<file path="src/rtl/ifm_stream_window_ctrl_if.sv">
// ---------------------------------------------------------------------------
// ifm_stream_window_ctrl_if
// Bundles the IFM streaming controller's signals: run control, IFM RAM read
// port, line-buffer push port and window/OFM indication.
//   start         run request (environment -> controller)
//   ifm_data_in   IFM RAM read data, one cycle after ifm_rd_en
//   ifm_rd_en     IFM RAM read strobe
//   ifm_addr      IFM RAM read address
//   fifo_enable   line-buffer shift enable
//   fifo_data_in  line-buffer input word
//   window_valid  line-buffer taps hold a complete KxK window
//   ofm_addr      raster index of the current window
//   busy          run in progress
//   done          one-cycle end-of-run pulse
// master: the controller side. slave: the RAM/FIFO/sequencer side.
// ---------------------------------------------------------------------------
interface ifm_stream_window_ctrl_if #(
    parameter int DATA_WIDTH            = 32,
    parameter int ADDRESS_SIZE_IFM      = 10,
    parameter int ADDRESS_SIZE_NEXT_IFM = 10
);
    logic                             start;
    logic [DATA_WIDTH-1:0]            ifm_data_in;
    logic                             ifm_rd_en;
    logic [ADDRESS_SIZE_IFM-1:0]      ifm_addr;
    logic                             fifo_enable;
    logic [DATA_WIDTH-1:0]            fifo_data_in;
    logic                             window_valid;
    logic [ADDRESS_SIZE_NEXT_IFM-1:0] ofm_addr;
    logic                             busy;
    logic                             done;

    modport master (
        input  start, ifm_data_in,
        output ifm_rd_en, ifm_addr, fifo_enable, fifo_data_in,
               window_valid, ofm_addr, busy, done
    );

    modport slave (
        output start, ifm_data_in,
        input  ifm_rd_en, ifm_addr, fifo_enable, fifo_data_in,
               window_valid, ofm_addr, busy, done
    );
endinterface

</file>
<file path="src/rtl/ifm_stream_window_ctrl.sv">
// ---------------------------------------------------------------------------
// ifm_stream_window_ctrl
// Streams one IFM channel from IFM RAM into the KxK line buffer, one pixel
// per cycle in raster order, and flags each push that completes a full,
// non-wrapped KxK window together with its OFM raster index.
// Ports:
//   clk    single clock, rising edge
//   reset  synchronous, active-low
//   bus    ifm_stream_window_ctrl_if.master (start, RAM read, FIFO push,
//          window_valid/ofm_addr, busy/done)
//
// state  | meaning
// -------+-----------------------------------------------------------
// IDLE   | waiting for start
// STREAM | issuing IFM RAM reads, address 0..N-1
// DRAIN  | last read data arriving, final FIFO push
// DONE   | last window flagged, done pulse
// ---------------------------------------------------------------------------
module ifm_stream_window_ctrl #(
    parameter int DATA_WIDTH            = 32,
    parameter int IFM_SIZE              = 32,
    parameter int KERNAL_SIZE           = 5,
    parameter int IFM_SIZE_NEXT         = IFM_SIZE - KERNAL_SIZE + 1,
    parameter int ADDRESS_SIZE_IFM      = $clog2(IFM_SIZE * IFM_SIZE),
    parameter int ADDRESS_SIZE_NEXT_IFM = $clog2(IFM_SIZE_NEXT ** 2)
) (
    input  logic                      clk,
    input  logic                      reset,
    ifm_stream_window_ctrl_if.master  bus
);
    localparam int POS_W = $clog2(IFM_SIZE + 1);
    localparam logic [ADDRESS_SIZE_IFM-1:0] LAST_ADDR = ADDRESS_SIZE_IFM'(IFM_SIZE * IFM_SIZE - 1);
    localparam logic [POS_W-1:0] LAST_COL = POS_W'(IFM_SIZE - 1);
    localparam logic [POS_W-1:0] K_M1     = POS_W'(KERNAL_SIZE - 1);

    typedef enum logic [1:0] {
        S_IDLE,
        S_STREAM,
        S_DRAIN,
        S_DONE
    } state_t;

    state_t state, state_nxt;

    logic                             rd_en_q;
    logic [ADDRESS_SIZE_IFM-1:0]      addr_q;
    logic                             fifo_en_q;
    logic                             win_q;
    logic [ADDRESS_SIZE_NEXT_IFM-1:0] ofm_addr_q;
    logic [ADDRESS_SIZE_NEXT_IFM-1:0] ofm_cnt;
    logic                             done_q;
    logic [POS_W-1:0]                 col;
    logic [POS_W-1:0]                 row;
    logic                             run_start;
    logic                             push_in_window;

    assign run_start = (state == S_IDLE) && bus.start;

    // col/row describe the pixel being pushed this cycle, so a push completes
    // a window exactly when that pixel sits at or beyond (K-1, K-1).
    assign push_in_window = fifo_en_q && (row >= K_M1) && (col >= K_M1);

    always_comb begin
        state_nxt = state;
        case (state)
            S_IDLE:   if (bus.start) state_nxt = S_STREAM;
            S_STREAM: if (addr_q == LAST_ADDR) state_nxt = S_DRAIN;
            S_DRAIN:  state_nxt = S_DONE;
            S_DONE:   state_nxt = S_IDLE;
            default:  state_nxt = S_IDLE;
        endcase
    end

    always_ff @(posedge clk) begin
        if (!reset) begin
            state      <= S_IDLE;
            rd_en_q    <= 1'b0;
            addr_q     <= '0;
            fifo_en_q  <= 1'b0;
            win_q      <= 1'b0;
            ofm_addr_q <= '0;
            ofm_cnt    <= '0;
            done_q     <= 1'b0;
            col        <= '0;
            row        <= '0;
        end else begin
            state     <= state_nxt;
            fifo_en_q <= rd_en_q;
            win_q     <= push_in_window;
            done_q    <= (state == S_DRAIN);

            if (run_start) begin
                rd_en_q <= 1'b1;
                addr_q  <= '0;
            end else if (state == S_STREAM) begin
                if (addr_q == LAST_ADDR) begin
                    rd_en_q <= 1'b0;
                end else begin
                    addr_q <= addr_q + ADDRESS_SIZE_IFM'(1);
                end
            end

            if (run_start) begin
                col <= '0;
                row <= '0;
            end else if (fifo_en_q) begin
                if (col == LAST_COL) begin
                    col <= '0;
                    row <= row + POS_W'(1);
                end else begin
                    col <= col + POS_W'(1);
                end
            end

            // ofm_addr only moves on a flagged window and holds otherwise.
            if (run_start) begin
                ofm_cnt <= '0;
            end else if (push_in_window) begin
                ofm_addr_q <= ofm_cnt;
                ofm_cnt    <= ofm_cnt + ADDRESS_SIZE_NEXT_IFM'(1);
            end
        end
    end

    assign bus.ifm_rd_en    = rd_en_q;
    assign bus.ifm_addr     = addr_q;
    assign bus.fifo_enable  = fifo_en_q;
    assign bus.fifo_data_in = bus.ifm_data_in;
    assign bus.window_valid = win_q;
    assign bus.ofm_addr     = ofm_addr_q;
    assign bus.busy         = (state != S_IDLE);
    assign bus.done         = done_q;

endmodule

</file>
<file path="src/flat_wrapper.sv">
// flat-port wrapper written by rule: the top's interface ports become plain ports
module ifm_stream_window_ctrl_flat 
#(
    parameter int DATA_WIDTH            = 32,
    parameter int IFM_SIZE              = 32,
    parameter int KERNAL_SIZE           = 5,
    parameter int IFM_SIZE_NEXT         = IFM_SIZE - KERNAL_SIZE + 1,
    parameter int ADDRESS_SIZE_IFM      = $clog2(IFM_SIZE * IFM_SIZE),
    parameter int ADDRESS_SIZE_NEXT_IFM = $clog2(IFM_SIZE_NEXT ** 2)
)
  (clk, reset, bus_start, bus_ifm_data_in, bus_ifm_rd_en, bus_ifm_addr, bus_fifo_enable, bus_fifo_data_in, bus_window_valid, bus_ofm_addr, bus_busy, bus_done);
  ifm_stream_window_ctrl_if #(.DATA_WIDTH(DATA_WIDTH), .ADDRESS_SIZE_IFM(ADDRESS_SIZE_IFM), .ADDRESS_SIZE_NEXT_IFM(ADDRESS_SIZE_NEXT_IFM)) bus_i ();
  input  logic clk;
  input  logic reset;
  input wire logic [$bits(bus_i.start)-1:0] bus_start;
  input wire logic [$bits(bus_i.ifm_data_in)-1:0] bus_ifm_data_in;
  output wire logic [$bits(bus_i.ifm_rd_en)-1:0] bus_ifm_rd_en;
  output wire logic [$bits(bus_i.ifm_addr)-1:0] bus_ifm_addr;
  output wire logic [$bits(bus_i.fifo_enable)-1:0] bus_fifo_enable;
  output wire logic [$bits(bus_i.fifo_data_in)-1:0] bus_fifo_data_in;
  output wire logic [$bits(bus_i.window_valid)-1:0] bus_window_valid;
  output wire logic [$bits(bus_i.ofm_addr)-1:0] bus_ofm_addr;
  output wire logic [$bits(bus_i.busy)-1:0] bus_busy;
  output wire logic [$bits(bus_i.done)-1:0] bus_done;
  assign bus_i.start = bus_start;
  assign bus_i.ifm_data_in = bus_ifm_data_in;
  assign bus_ifm_rd_en = bus_i.ifm_rd_en;
  assign bus_ifm_addr = bus_i.ifm_addr;
  assign bus_fifo_enable = bus_i.fifo_enable;
  assign bus_fifo_data_in = bus_i.fifo_data_in;
  assign bus_window_valid = bus_i.window_valid;
  assign bus_ofm_addr = bus_i.ofm_addr;
  assign bus_busy = bus_i.busy;
  assign bus_done = bus_i.done;
  ifm_stream_window_ctrl #(.DATA_WIDTH(DATA_WIDTH), .IFM_SIZE(IFM_SIZE), .KERNAL_SIZE(KERNAL_SIZE), .IFM_SIZE_NEXT(IFM_SIZE_NEXT), .ADDRESS_SIZE_IFM(ADDRESS_SIZE_IFM), .ADDRESS_SIZE_NEXT_IFM(ADDRESS_SIZE_NEXT_IFM)) u_core (.clk(clk), .reset(reset), .bus(bus_i));
endmodule
</file>
<file path="config.mk">
export PLATFORM = sky130hd
export DESIGN_NAME = ifm_stream_window_ctrl_flat
export DESIGN_NICKNAME = d
export VERILOG_FILES = /design/src/rtl/ifm_stream_window_ctrl_if.sv /design/src/rtl/ifm_stream_window_ctrl.sv /design/src/flat_wrapper.sv
export SDC_FILE = /design/constraint.sdc
export NUM_CORES = 1
export LEC_CHECK = 0
export ABC_AREA = 1
export BUFFER_PORTS_ARGS = -buffer_cell sky130_fd_sc_hd__buf_2
export CAP_MARGIN = 20
export CORE_MARGIN = 2
export CORE_UTILIZATION = 50
export CTS_CLUSTER_SIZE = 30
export DETAILED_ROUTE_END_ITERATION = 6
export PLACE_DENSITY = 0.79
export SLEW_MARGIN = 20
export SYNTH_ARGS = -nofsm -noshare
export SYNTH_HDL_FRONTEND = slang
export SYNTH_SLANG_ARGS = --single-unit
</file>
<file path="constraint.sdc">
create_clock -name clk -period 1.9 [get_ports clk]
set_input_delay 0.38 -clock clk [delete_from_list [all_inputs] [get_ports clk]]
set_output_delay 0.38 -clock clk [all_outputs]
set_load 0.005 [all_outputs]
</file>
* Word-level counts from Yosys, hierarchy flattened *
Index checks and enable logic that the tools add are counted.

storage, ports and cells
  register bits = 48
  output and inout port bits = 57
  input bits = 35
  word-level logic and storage cells = 46

cells by class
  $lt $le $gt $ge = 2
  eq/ne operators = 7
  muxes and demuxes = 7
  add/subtract/negate cells = 4
  bitwise logic cells = 3
  reduce and logical (&&, ||, !) cells = 13

operator list
  operator                                             count
  adder 10 x 1 -> 10 bit, second input constant        2
  adder 6 x 1 -> 6 bit, second input constant          2
  >= comparator 6 x 3 -> 1 bit, second input constant  2
  == test 10 bit, second input constant                1
  AND reduction 2 bit                                  5
  case mux 2 bit (4 select lines)                      1
  == test 6 x 5 -> 1 bit, second input constant        1
  2-to-1 mux 6 bit                                     1
  nonzero test 2 bit                                   3
  == test 2 bit, second input constant                 2
  2-to-1 mux 2 bit                                     2
  inequality test 2 bit, second input constant         2
  logical AND 1 bit                                    3
  2-to-1 mux 1 bit                                     3
  NOT 1 bit                                            3
  == test 2 x 1 -> 1 bit, second input constant        1
  logical NOT 2 bit                                    1
  OR reduction 2 bit                                   1

* Logic depth before layout (Yosys ltp) *
  depth after elaboration = 4
  gate-level depth with buffers = 9
  depth with buffers taken out = 9

* Least setup slack after synthesis *
OpenSTA, ideal clock, no wires.

  path type = register to register
  start point = register u_core.state[0]
  end point = register u_core.ofm_cnt[0]
  arrival = 1318 ps
  stages on the path, launching flop included = 9
  clock period less this slack = 1388 ps
  path slack = 512 ps
  library setup time = 70 ps
  data required time = 1830 ps
  path buffers = 1
  cells stage by stage = dfxtp_1 inv_1 ha_1 nand2_1 inv_1 nor2_2 buf_2 o21ai_0 a21oi_1

between the ends
  cells in the longest elaborated chain, start to end = 3

RTL lines
  what                                 RTL line                       text
  start: declaration                   ifm_stream_window_ctrl.sv:43   state_t state, state_nxt;
  start signal: assignment             ifm_stream_window_ctrl.sv:87   state <= state_nxt;
  logical NOT 2 bit                    ifm_stream_window_ctrl.sv:57   assign run_start = (state == S_IDLE) && bus.start;
  logical AND 1 bit                    ifm_stream_window_ctrl.sv:57
  OR reduction 2 bit (no source line)  --
  end signal: assignment               ifm_stream_window_ctrl.sv:120  ofm_cnt <= ofm_cnt + ADDRESS_SIZE_NEXT_IFM'(1);
  end: declaration                     ifm_stream_window_ctrl.sv:50   logic [ADDRESS_SIZE_NEXT_IFM-1:0] ofm_cnt;

Every way passes these cells.
A chain may end at the register's enable or synchronous reset.

* Final worst setup path *
  start point = register u_core.state[0]
  end point = register u_core.row[3]

between the ends
  cells in the longest elaborated chain, start to end = 3

RTL lines
  what                                 RTL line                       text
  logical NOT 2 bit                    ifm_stream_window_ctrl.sv:57
  logical AND 1 bit                    ifm_stream_window_ctrl.sv:57
  OR reduction 2 bit (no source line)  --
  end signal: assignment               ifm_stream_window_ctrl.sv:109  row <= row + POS_W'(1);
  end: declaration                     ifm_stream_window_ctrl.sv:53   logic [POS_W-1:0] row;

Every way passes these cells.

==> results summary <==
The die is around 76 µm wide. Summed over all layers, the routed wires come to around 4.6 mm. The distinct cell type count after synthesis is 32. The slowest cell on the critical path is dfxtp_1. The sink count of the clock tree is between 40 and 50. TritonCTS built the clock tree.

In this run the worst hold path is classified as in -> reg. The required time reported for the critical path endpoint is roughly 2.2 ns. Setup repair after global routing left no endpoint under its margin.

In this run the critical register-to-register path is launched from u_core.state[0]. The vertical extent of the die is roughly 76 µm. The remaining global-route overflow is 0.

The register share of total power came out at between 40% and 50%. The number of top-level pins came out at 92. Dividing total power by cell area gives a power density of about 880 nW/µm². The congestion estimate from routability-driven global placement came to slightly below 0.8.

The per-cell via count in the routed design is a little under 5. STA puts the critical path data arrival time at approximately 1.8 ns. Among all flip-flop cells after synthesis, the most frequent one is dfxtp_1. The origin of the worst setup path is u_core.state[0]. The maximum VDD drop came out at approximately 0.69 mV. The critical path is of the reg -> reg type. After detailed routing, the number of remaining DRC violations is 0. Once the floorplan was initialized, standard cells occupied between 50% and 60% of the core.

The flow ran to the end, and the final reports show no timing, DRC or antenna violations. The fill cell instance count of the final layout is 455. The multi-input logic area is about 1200 µm². TritonCTS created 5 clock buffers. Counting I/O delays and the setup requirement, the final critical path takes between 1.5 and 2 ns. The gate count of the mapped netlist came out at 355. The net switching component of the power is 666 µW. In this run the most critical hold path is launched from bus_start. The total internal power is roughly 1700 µW.

The post-CTS setup buffer count is 0. The proportion of layout cells with a drive suffix above 1 is around 15%. Yosys instantiated no cell more often than nand2_1. The switching share of power came out at between 20% and 30%. The register area came out at 961 µm². The number of warnings issued by yosys came out at 0. STA classifies the critical path startpoint as a register.

By count the netlist is led by nand2_1 (65), nor2_1 (52), dfxtp_1 (48). Summed over all instances, the cell type with the most area after synthesis is dfxtp_1. The total number of vias came out at between 2000 and 2500. The synthesized net count is 400. In this run the worst path has a maximum fanout of 15. The area of the mapped netlist is ~2600 µm². The total design power came out at between 2000 and 2500 µW.

The floorplan row count came out at 26. The die outline area is approximately 5700 µm². The number of antenna diodes in the final layout is 0. The port buffer count is 27. The count of endpoints failing hold in the final timing report came out at 0. The area growth from synthesis to layout is 3.69%. The largest incremental delay on the critical path is between 0.3 and 0.4 ns. The post-route clock skew came out at a little under 0.006 ns. The per-instance average area after synthesis came out at 7.25 µm². The clock latency at the later pin of the worst-skew pair came out at roughly 0.30 ns.

The total routing usage reported by global routing is roughly 17%. The placed wire-length estimate came out at ~3.3 mm. The static leakage power came out at ~0.0012 µW. Leaving out filler cells and counting taps, the final layout contains roughly 430. The count of instances resized after the clock tree is built came out at 0. The maximum clock frequency came out at ~640 MHz. The portion of the clock cycle consumed by the worst path in the final layout came out at roughly 82%. The initial antenna violation count is 0. The clock network fraction of design power came out at 34.5%.

The deepest clock path buffer count came out at 2. The number of storage elements in the synthesis netlist came out at 48. The number of violations reported at the end of detailed-routing iteration 0 came out at 141. The worst pin sits at a relative slew slack of about two thirds.

After floorplanning, the core was sized to cover roughly 5000 µm². The tree is rooted in a clkbuf_8. The worst setup path is captured at a register. The total negative slack is 0 ns.

The transition time at the pin with the least slew margin came out at between 0.5 and 0.6 ns. The max-slew violation count came out at 0. CTS built an H-tree with a depth of 2. Setup violations remaining at the end of the flow were counted as 0. The post-synthesis async set-or-reset flop share is 0%. In this run, the combinational gates consume 18.4% of the power.

The number of hold-repair buffers added at the cts stage is 0. The clock slew seen by the registers of the worst setup and hold paths came out at about 0.09 ns. The number of synthesized flops with an enable pin is 0. The routed wirelength normalized by instance count is approximately 11 µm. The first-pass GRT wire length is between 7 and 8 mm. The post-layout net count came out at about 400.

Sorting the synthesized cells by area gives the leading types as dfxtp_1 (37%), nand2_1 (9.5%), buf_4 (9.3%). The worst slack at placement is approximately 0.34 ns. Before antenna repair, the detailed router went through 4 iterations.

The signal on the critical path passes through inv_1, ha_1, nand2_1, inv_1, nor2_2, inv_1, a21oi_1, o21a_1. In this design, the critical path's most frequently occurring cell is inv_1. The cell total after placement came out at roughly 420. The pin count of the biggest net entering global routing came out at 16.

The max-capacitance violation count came out at 0. The post-route antenna net violation count is 0. The via count of the first global-routing pass is between 1500 and 2000. The post-layout utilization of the core came out at between 50% and 60%. Sequential cells were found to cover 37.3% of the synthesized design area. After synthesis, the largest area contributor takes up 37.3% of total cell area. The worst setup slack after layout came out at approximately 0.34 ns.
-- final timing paths --
kind | to | slack [ns] | cells past startpoint
worst max-delay path | u_core.row[3] | 0.34 | 8
worst min-delay path | u_core.bus.ifm_rd_en | 0.41 | 3
worst max register to register | u_core.row[3] | 0.34 | 8
worst min register to register | u_core.bus.fifo_enable | 0.47 | 2
-- metal layers --
metal	vias to the layer above	GRT usage (%)	routed length, µm
met4	0	6.43	76
met3	11	3.84	206
met1	925	23.8	2140
li1	1085	-	-
met2	37	26.9	2160
met5	-	0	0
-- registers in the layout, indices dropped and copies added, names as in the netlist --
signal,count
u_core.state,2
u_core.bus.ifm_rd_en,1
u_core.bus.window_valid,1
u_core.col,6
u_core.bus.fifo_enable,1
u_core.bus.done,1
u_core.bus.ofm_addr,10
u_core.ofm_cnt,10
u_core.row,6
u_core.bus.ifm_addr,10
-- worst max-delay path, delay by kind of cell (launching register included) --
kind,cells,cell delay (ns)
AOI/OAI and AO/OA,2,0.33
adders and majority gates,1,0.21
buffers and inverters,3,0.41
DFF,1,0.36
and+or+nand+nor,2,0.20
-- placed cells by master, fill, tap and decap left out, types with 3 or more instances in the layout --
cell type	Yosys	routed
nand2_1	65	65
nor2_1	52	52
dfxtp_1	48	48
inv_1	39	39
buf_2	2	27
nand3_1	25	25
a21oi_1	24	24
o21ai_0	17	17
ha_1	10	10
nand4_1	7	7
clkbuf_8	0	7
xor2_1	4	4
nand2_2	3	3
nor2_4	3	3
nand2_4	3	3
-- per-stage QoR --
| step | hold slack (ns) | instance area [µm²] |
|---|---|---|
| 2_1_floorplan | 0.436 | 2570 |
| 5_1_grt | 0.421 | 2670 |
| 4_1_cts | 0.396 | 2670 |
| 6_report | 0.409 | 2670 |
| 3_3_place_gp | 0.460 | 2540 |
| 3_5_place_dp | 0.463 | 2540 |
-- logic make-up (layout without fill, tap and decap cells) --
kind of cell    Yosys count  count (layout)  share of synthesized area (%)
buf+inv                  79              79                           16.7
flops                    48              48                           37.3
simple gates            167             167                           30.2
mux                       1               1                          0.389
compound gates           45              45                           8.89
fa+ha+maj                10              10                           4.86
xor+xnor                  5               5                           1.70
-- power groups by stage --
stage / combinational [µW] / clock [µW] / sequential, µW
2_1_floorplan: 367 / 0 / 1120
3_3_place_gp: 423 / 0 / 1130
3_5_place_dp: 431 / 0 / 1130
4_1_cts: 433 / 825 / 1110
5_1_grt: 501 / 860 / 1110
6_report: 431 / 809 / 1110
-- final cells by class --
cell class,count,share of cell area (%)
Multi-Input combinational cell,228,44.4
Sequential cell,48,36.0
Inverter,42,6.00
Timing Repair Buffer,29,5.62
Clock buffer,7,3.61
Tap cell,70,3.28
Clock inverter,1,1.12
Note: power is estimated with default switching activity, not from simulation.
